File: src/rtl/hidden_layer_mac_if.sv
// Bus bundle between the hidden-layer MAC, its input/weight memories, the bias
// store and the output layer.
interface hidden_layer_mac_if #(
   parameter int unsigned N_IN  = 784,
   parameter int unsigned N_HID = 30,
   parameter int unsigned DW    = 8
);
   localparam int unsigned XAW = (N_IN > 1) ? $clog2(N_IN) : 1;
   localparam int unsigned WAW = (N_IN * N_HID > 1) ? $clog2(N_IN * N_HID) : 1;
   localparam int unsigned IW  = (N_HID > 1) ? $clog2(N_HID) : 1;

   logic                  start;
   logic [N_HID*DW-1:0]   bias_flat;
   logic [XAW-1:0]        x_addr;
   logic [DW-1:0]         x_data;
   logic [WAW-1:0]        w_addr;
   logic [DW-1:0]         w_data;
   logic                  busy;
   logic                  out_valid;
   logic [IW-1:0]         out_idx;
   logic [DW-1:0]         out_data;
   logic                  done;

   modport master (
      output start, bias_flat, x_data, w_data,
      input  x_addr, w_addr, busy, out_valid, out_idx, out_data, done
   );

   modport slave (
      input  start, bias_flat, x_data, w_data,
      output x_addr, w_addr, busy, out_valid, out_idx, out_data, done
   );
endinterface

File: src/rtl/hidden_layer_mac.sv
// Sequential hidden-layer neuron engine: one shared multiplier, per-neuron
// dot product, shift, bias add, ReLU and saturation to an 8-bit activation.
module hidden_layer_mac #(
   parameter int unsigned N_IN  = 784,
   parameter int unsigned N_HID = 30,
   parameter int unsigned DW    = 8,
   parameter int unsigned ACC_W = 24,
   parameter int unsigned SHIFT = 7
) (
   input  logic             clk,
   input  logic             rst,
   hidden_layer_mac_if.slave bus
);
   localparam int unsigned XAW  = (N_IN > 1) ? $clog2(N_IN) : 1;
   localparam int unsigned WAW  = (N_IN * N_HID > 1) ? $clog2(N_IN * N_HID) : 1;
   localparam int unsigned IW   = (N_HID > 1) ? $clog2(N_HID) : 1;
   localparam int unsigned PW   = 2 * DW;
   localparam int unsigned RW   = ACC_W + 1;
   localparam int unsigned MAXV = (2 ** (DW - 1)) - 1;

   typedef enum logic [2:0] {
      IDLE,
      MAC,
      DRAIN,
      EMIT,
      DONE
   } state_t;

   state_t                  state;
   state_t                  state_nxt;
   logic                    busy_nxt;
   logic                    valid_nxt;
   logic                    done_nxt;
   logic [IW-1:0]           n_idx;
   logic signed [ACC_W-1:0] acc;

   logic signed [DW-1:0]    xs_c;
   logic signed [DW-1:0]    ws_c;
   logic signed [DW-1:0]    bias_c;
   logic signed [PW-1:0]    prod_c;
   logic signed [ACC_W-1:0] acc_sum_c;
   logic signed [RW-1:0]    r_c;
   logic [DW-1:0]           sat_c;
   logic                    last_i_c;
   logic                    last_n_c;

   assign last_i_c = (bus.x_addr == XAW'(N_IN - 1));
   assign last_n_c = (n_idx == IW'(N_HID - 1));

   // Next state plus the values the registered status outputs take on the coming edge
   always_comb begin
      state_nxt = state;
      busy_nxt  = 1'b0;
      valid_nxt = 1'b0;
      done_nxt  = 1'b0;
      case (state)
         IDLE:    if (bus.start) state_nxt = MAC;
         MAC:     if (last_i_c) state_nxt = DRAIN;
         DRAIN:   state_nxt = EMIT;
         EMIT:    state_nxt = last_n_c ? DONE : MAC;
         DONE:    state_nxt = IDLE;
         default: state_nxt = IDLE;
      endcase
      busy_nxt  = (state_nxt == MAC) || (state_nxt == DRAIN) || (state_nxt == EMIT);
      valid_nxt = (state_nxt == EMIT);
      done_nxt  = (state_nxt == DONE);
   end

   // Datapath: product of the memory outputs, running sum, scaled+biased result
   always_comb begin
      xs_c      = bus.x_data;
      ws_c      = bus.w_data;
      bias_c    = bus.bias_flat[n_idx * DW +: DW];
      prod_c    = PW'(xs_c) * PW'(ws_c);
      acc_sum_c = acc + ACC_W'(prod_c);
      r_c       = RW'(acc_sum_c >>> SHIFT) + RW'(bias_c);
      if (r_c < 0) begin
         sat_c = '0;
      end else if (r_c > $signed(RW'(MAXV))) begin
         sat_c = DW'(MAXV);
      end else begin
         sat_c = r_c[DW-1:0];
      end
   end

   always_ff @(posedge clk or posedge rst) begin
      if (rst) begin
         state         <= IDLE;
         n_idx         <= '0;
         acc           <= '0;
         bus.x_addr    <= '0;
         bus.w_addr    <= '0;
         bus.busy      <= 1'b0;
         bus.out_valid <= 1'b0;
         bus.out_idx   <= '0;
         bus.out_data  <= '0;
         bus.done      <= 1'b0;
      end else begin
         state         <= state_nxt;
         bus.busy      <= busy_nxt;
         bus.out_valid <= valid_nxt;
         bus.done      <= done_nxt;

         // Addresses advance only while issuing; weight address runs on across neurons
         if (state_nxt == MAC) begin
            if (state == MAC) begin
               bus.x_addr <= bus.x_addr + XAW'(1);
               bus.w_addr <= bus.w_addr + WAW'(1);
            end else begin
               bus.x_addr <= '0;
               bus.w_addr <= (state == IDLE) ? '0 : bus.w_addr + WAW'(1);
            end
         end

         case (state)
            IDLE: begin
               if (bus.start) begin
                  n_idx <= '0;
                  acc   <= '0;
               end
            end
            MAC: begin
               // Read data lags the address by one cycle, so skip the first MAC cycle
               if (bus.x_addr != '0) acc <= acc_sum_c;
            end
            DRAIN: begin
               acc          <= acc_sum_c;
               bus.out_idx  <= n_idx;
               bus.out_data <= sat_c;
            end
            EMIT: begin
               acc   <= '0;
               n_idx <= n_idx + IW'(1);
            end
            default: ;
         endcase
      end
   end
endmodule

File: src/flat_wrapper.sv
// flat-port wrapper written by rule: the top's interface ports become plain ports
module hidden_layer_mac_flat 
#(
   parameter int unsigned N_IN  = 784,
   parameter int unsigned N_HID = 30,
   parameter int unsigned DW    = 8,
   parameter int unsigned ACC_W = 24,
   parameter int unsigned SHIFT = 7
)
  (clk, rst, bus_start, bus_bias_flat, bus_x_data, bus_w_data, bus_x_addr, bus_w_addr, bus_busy, bus_out_valid, bus_out_idx, bus_out_data, bus_done);
  hidden_layer_mac_if #(.N_IN(N_IN), .N_HID(N_HID), .DW(DW)) bus_i ();
  input  logic clk;
  input  logic rst;
  input wire logic [$bits(bus_i.start)-1:0] bus_start;
  input wire logic [$bits(bus_i.bias_flat)-1:0] bus_bias_flat;
  input wire logic [$bits(bus_i.x_data)-1:0] bus_x_data;
  input wire logic [$bits(bus_i.w_data)-1:0] bus_w_data;
  output wire logic [$bits(bus_i.x_addr)-1:0] bus_x_addr;
  output wire logic [$bits(bus_i.w_addr)-1:0] bus_w_addr;
  output wire logic [$bits(bus_i.busy)-1:0] bus_busy;
  output wire logic [$bits(bus_i.out_valid)-1:0] bus_out_valid;
  output wire logic [$bits(bus_i.out_idx)-1:0] bus_out_idx;
  output wire logic [$bits(bus_i.out_data)-1:0] bus_out_data;
  output wire logic [$bits(bus_i.done)-1:0] bus_done;
  assign bus_i.start = bus_start;
  assign bus_i.bias_flat = bus_bias_flat;
  assign bus_i.x_data = bus_x_data;
  assign bus_i.w_data = bus_w_data;
  assign bus_x_addr = bus_i.x_addr;
  assign bus_w_addr = bus_i.w_addr;
  assign bus_busy = bus_i.busy;
  assign bus_out_valid = bus_i.out_valid;
  assign bus_out_idx = bus_i.out_idx;
  assign bus_out_data = bus_i.out_data;
  assign bus_done = bus_i.done;
  hidden_layer_mac #(.N_IN(N_IN), .N_HID(N_HID), .DW(DW), .ACC_W(ACC_W), .SHIFT(SHIFT)) u_core (.clk(clk), .rst(rst), .bus(bus_i));
endmodule
File: config.mk
export PLATFORM = sky130hd
export DESIGN_NAME = hidden_layer_mac_flat
export DESIGN_NICKNAME = d
export VERILOG_FILES = /design/src/rtl/hidden_layer_mac_if.sv /design/src/rtl/hidden_layer_mac.sv /design/src/flat_wrapper.sv
export SDC_FILE = /design/constraint.sdc
export NUM_CORES = 1
export LEC_CHECK = 0
export CAP_MARGIN = 20
export CORE_MARGIN = 2
export CORE_UTILIZATION = 53
export DETAILED_ROUTE_END_ITERATION = 7
export PLACE_DENSITY_LB_ADDON = 0.08
export REMOVE_ABC_BUFFERS = 1
export SYNTH_ARGS = -nofsm -noshare
export SYNTH_HDL_FRONTEND = slang
export SYNTH_SLANG_ARGS = --single-unit
File: constraint.sdc
create_clock -name clk -period 18 [get_ports clk]
set_input_delay 4.5 -clock clk [delete_from_list [all_inputs] [get_ports clk]]
set_output_delay 4.5 -clock clk [all_outputs]
set_load 0.1 [all_outputs]
# ---- Yosys cells after proc, flatten, opt, wreduce, memory -nomap -nowiden
# Index checks and enable logic that the tools add are counted.
dict set report classes {
  add_sub_neg 5
  mul 1
  n_div 0
  magnitude_cmp 2
  n_eq_ne 11
  n_shift 1
  mux 14
  n_bitwise 0
  reduce_logical 8
}
# cell n
set op_table {}
lappend op_table {{$shiftx 240x9->8} 1}
lappend op_table {{$pmux 24 s4} 1}
lappend op_table {{$mux 24} 2}
lappend op_table {{$mux 15} 2}
lappend op_table {{$add 24x16->24} 1}
lappend op_table {{$add 17x8->18} 1}
lappend op_table {{$gt 18x8->1 const B} 1}
lappend op_table {{$lt 18x1->1 const B} 1}
lappend op_table {{$mul 8x8->16} 1}
lappend op_table {{$mux 8} 2}
lappend op_table {{$add 15x1->15 const B} 1}
lappend op_table {{$eq 3x2->1 const B} 4}
lappend op_table {{$pmux 3 s4} 1}
lappend op_table {{$add 10x1->10 const B} 1}
lappend op_table {{$eq 10x10->1 const B} 1}
lappend op_table {{$mux 10} 1}
lappend op_table {{$pmux 5 s2} 1}
lappend op_table {{$reduce_bool 10->1} 1}
lappend op_table {{$mux 3} 3}
lappend op_table {{$eq 3x1->1 const B} 2}
lappend op_table {{$add 5x1->5 const B} 1}
lappend op_table {{$eq 5x5->1 const B} 1}
lappend op_table {{$mux 5} 1}
lappend op_table {{$ne 2x2->1 const B} 2}
lappend op_table {{7 further kinds} 8}
dict set report totals {
  regBits 73
  latchBits 0
  ram_bits 0
  rom_bits 0
  input_bits 259
  output_inout_bits 41
  word_cells 52
  mem_count 0
}

# ---- Depth between registers and ports, before layout
dict set report logic_depth {
  word_depth 6
  depth_mapped 32
  ltp_nobuf 30
}

# ---- Least setup slack after synthesis
# No wires, ideal clock.
dict set report synth_path {
  kind {input-to-reg}
  startpoint {input bus_x_data[7]}
  endpoint {register u_core.bus.out_data[5]}
  setup_ps 149
  arrival_time_ps 11193
  required_ps 17851
  path_slack_ps 6658
  path_stages 24
  path_buffers 1
  path_cell_list {and2_1 > inv_1 > fa_1 > inv_1 > fa_1 > fa_1 > fa_1 > fa_1 > ha_1 > o21a_4 > a311oi_4 > a21oi_1 > a21o_1 > a21oi_1 > xnor2_1 > ha_1 > clkbuf_1 > o21ai_0 > o31a_1 > a211oi_2 > xnor2_1 > xnor2_1 > nor2_1 > a41oi_1}
}
dict set report synth_via {
  elab_chain_len 6
  word_cells_on_any_way 7
  classes_between {2 x add/sub; 1 x mul; 2 x order compare; 2 x mux}
}
# element line_no
set synth_lines {}
lappend synth_lines {{from (decl)} flat_wrapper.sv:16} ;# input wire logic [$bits(bus_i.x_data)-1:0] bus_x_data;
lappend synth_lines {{$mul 8x8->16 *} hidden_layer_mac.sv:74} ;# prod_c = PW'(xs_c) * PW'(ws_c);
lappend synth_lines {{$add 24x16->24 *} hidden_layer_mac.sv:75} ;# acc_sum_c = acc + ACC_W'(prod_c);
lappend synth_lines {{$add 17x8->18 *} hidden_layer_mac.sv:76} ;# r_c = RW'(acc_sum_c >>> SHIFT) + RW'(bias_c);
lappend synth_lines {{$gt 18x8->1} hidden_layer_mac.sv:79} ;# end else if (r_c > $signed(RW'(MAXV))) begin
lappend synth_lines {{$mux 8} hidden_layer_mac.sv:79}
lappend synth_lines {{$mux 8 *} hidden_layer_mac.sv:77} ;# if (r_c < 0) begin
lappend synth_lines {{to (signal assigned)} hidden_layer_mac.sv:129} ;# bus.out_data <= sat_c;
lappend synth_lines {{to (decl)} hidden_layer_mac_if.sv:31} ;# output x_addr, w_addr, busy, out_valid, out_idx, out_data, done
# Mark *: on every way between the ends. The rest lies on a longest branch, timed or not.
# A chain may end at the register's enable or synchronous reset.

# ---- Final worst setup path
# Ends and elaborated chain as after synthesis.

==> results.ini <==
[placed_design]
hpwl_um = 25300
place.gp.congestion = 0.955
port_buffers = 299
dpl.cell_count = 1485
dpl_worst_slack_ps = 5780

[min_path]
hold_end = u_core.bus.out_idx[1]
min_from = u_core.bus.out_idx[1]
worst_hold_path.num_cells = 2
hp-class = reg2reg

[cells_and_area]
layout_common_cells = clkdlybuf4s50_1 (299), inv_1 (119), fa_1 (105)
nFillCells = 1408
instances_no_fill = 1504
nets = 1702
mostFrequentLayoutCell = clkdlybuf4s50_1
area_growth_pct = 35.0
ff_latch_area_mm2 = 0.00183
multi_input_area_mm2 = 0.00763
drive_gt1_share_pct = 8.75

[critical_path]
startpoint_type = input pin
cp.required_ps = 18180
crit_type = in2reg
ff2ff_setup_slack_ps = 11140
r2r-start = u_core.acc[6]
critPathMaxFanout = 16
worst_setup_path_end_kind = flop
ff2ff_path_depth = 27
cp.arrival_ps = 12110
r2r_end = u_core.bus.out_data[5]

[clocking]
cts_max_level = 3
post_cts_buffers = 0
clk_pin_slew_ps = 60
tritoncts = built
clk_latency_ps = 340
cts_resized = 0
max-clock-path-buffers = 2
clock_sinks = 73
numCtsBuffers = 9
holdBufCountCts = 0
clockRootBuffer = clkbuf_16

[outcome]
status = completed

[synth]
synth-seq-cells = 73
seq_area_frac_synth_pct = 18.1
syn-cell-area_mm2 = 0.0101
synth_flop_cell = dfrtp_1
avgSynthCellArea_um2 = 10.3
ys_types = 68
yosysWarnings = 0
synthCells = 981
synth-edff-count = 0
async_flop_share_pct = 100

[grt]
antenna_found_initial = 2
grt_pass1_wl_um = 48100
grt_max_degree = 74
grt_pass1_vias = 9059
track_usage_pct = 30.8
grt_overflow = 0

[timing]
finalCriticalPeriod_ps = 11930
tightestPinTransition_ps = 1070
max-slew-margin-rel_pct = 28.3
setup_viol = 0
setup-tns-final_ps = 0
fin_skew_ps = 8.04
rsz0062_at_grt = no
setup_slack_ps = 6070
period_share_pct = 66.3
drv_slew = 0
hold_violations = 0
fmax_mhz = 83.8

[floorplanning]
initial_core_util_pct = 54.0
dieArea_mm2 = 0.0201
row_count = 50
io_pins = 300
die-height_um = 142
coreArea_mm2 = 0.0186
die_w_um = 142

[route]
routed_via_density = 5.70
post-route-drc-count = 0
wl_per_cell_um = 19.9
dr_total_vias = 8579
drtIter0Drc = 412
drt_first_pass_iters = 5
drtAntennaViolNets = 0
wirelength_um = 29900

[run]
cap_violations = 0

state kept, by name, summed over array words and instances (netlist names):
signal	flops
u_core.acc	24
u_core.bus.w_addr	15
u_core.bus.x_addr	10
u_core.bus.out_data	8
u_core.bus.out_idx	5
u_core.n_idx	5
u_core.state	3
u_core.bus.busy	1
u_core.bus.done	1
u_core.bus.out_valid	1
cell type report:
type | count | area share [%]
clock inverter | 5 | 0.460
sequential | 73 | 13.5
inverter | 123 | 3.41
timing repair buffer | 307 | 22.5
clock buffer | 11 | 1.79
tap | 234 | 2.15
antenna | 2 | 0.0368
multi-input combinational | 749 | 56.2
Yosys cell counts, types with 2 or more instances:
cell type	count	area share, %
inv_1	120	4.5
fa_1	105	21
nand2_1	94	3.5
ha_1	75	9.3
dfrtp_1	73	18
mux4_2	63	14
nor2_1	48	1.8
o21ai_0	41	2.0
and2_1	40	2.5
a21oi_1	36	1.8
xnor2_1	26	2.3
xor2_1	24	2.1
clkbuf_1	23	0.86
a22o_1	22	1.9
mux2i_1	21	2.1
nand3_1	16	0.80
a21o_1	11	0.82
nand4_1	11	0.68
o22ai_1	9	0.56
buf_2	8	0.40
mux2_2	8	0.90
and3_1	7	0.44
a32oi_1	6	0.52
nor3_1	6	0.30
o21bai_1	6	0.45
or3_1	6	0.37
buf_1	5	0.19
nand3b_1	5	0.37
nor2b_1	5	0.31
a211oi_1	4	0.30
a31oi_1	4	0.25
nand2b_1	4	0.25
nor4_1	4	0.25
o21ai_1	4	0.20
and4_1	3	0.26
o211ai_1	3	0.22
a211oi_2	2	0.25
a41oi_1	2	0.17
o21a_1	2	0.15
cells by family (layout without fill, tap and decap cells):
| kind of cell | after synthesis | after routing | synth area share, % |
|---|---|---|---|
| AND/OR/NAND/NOR | 256 | 256 | 12.4 |
| adder cells (fa/ha/maj) | 181 | 181 | 30.3 |
| AO/OA/AOI/OAI | 170 | 170 | 11.6 |
| buffers and inverters | 159 | 446 | 6.05 |
| multiplexers | 92 | 92 | 17.1 |
| flip-flops | 73 | 73 | 18.1 |
| XOR/XNOR | 50 | 50 | 4.35 |
| other | 0 | 2 | 0 |
how the worst max path moves through the flow:
| stage | from | endpoint | slack, ps | cells after the start |
|---|---|---|---|---|
| 3_3_place_gp | bus_w_data[1] | u_core.bus.out_data[5] | 5950 | 25 |
| 5_1_grt | bus_w_data[1] | u_core.bus.out_data[5] | 5520 | 25 |
| 4_1_cts | bus_w_data[1] | u_core.bus.out_data[5] | 6120 | 25 |
| 2_1_floorplan | bus_x_data[7] | u_core.bus.out_data[5] | 6710 | 25 |
| 6_report | bus_x_data[7] | u_core.bus.out_data[5] | 6070 | 25 |
| 3_5_place_dp | bus_w_data[1] | u_core.bus.out_data[5] | 5780 | 25 |
metal layers:
layer	part of all wire, %	up-vias	track usage [%]
li1	-	4002	-
met1	41	4254	40.2
met2	51	277	53.8
met3	5.5	46	5.16
met4	2.3	0	7.58
met5	0	-	0
stage by stage:
step | hold slack [ps] | utilization [%] | cell area, um2
floorplan | 450 | - | 9920
global placement | 462 | 71.2 | 13300
detailed placement | 461 | 71.2 | 13300
CTS | 483 | 72.8 | 13600
global route | 505 | 72.9 | 13600
finish | 485 | 72.9 | 13600
critical path, cell delays in order:
cell             delay, ps
clkdlybuf4s50_1        630
and2_1                 780
fa_1                   580
fa_1                   530
fa_1                   440
fa_1                   500
ha_1                   300
ha_1                   380
a21oi_1                170
nor2b_1                 90
a311oi_4               380
a211oi_2               170
o21ai_0                190
nand2b_1               110
a21o_1                 190
a21oi_1                160
xnor2_1                120
ha_1                   410
o21ai_0                120
a31oi_1                180
o21ai_0                120
nor4_1                 340
nand4_1                140
nor2_1                 380
a41oi_1                180
Power is left out: the tool's default activity adds up to more than one toggle a clock period on the data nets, which glitch-free logic cannot reach.
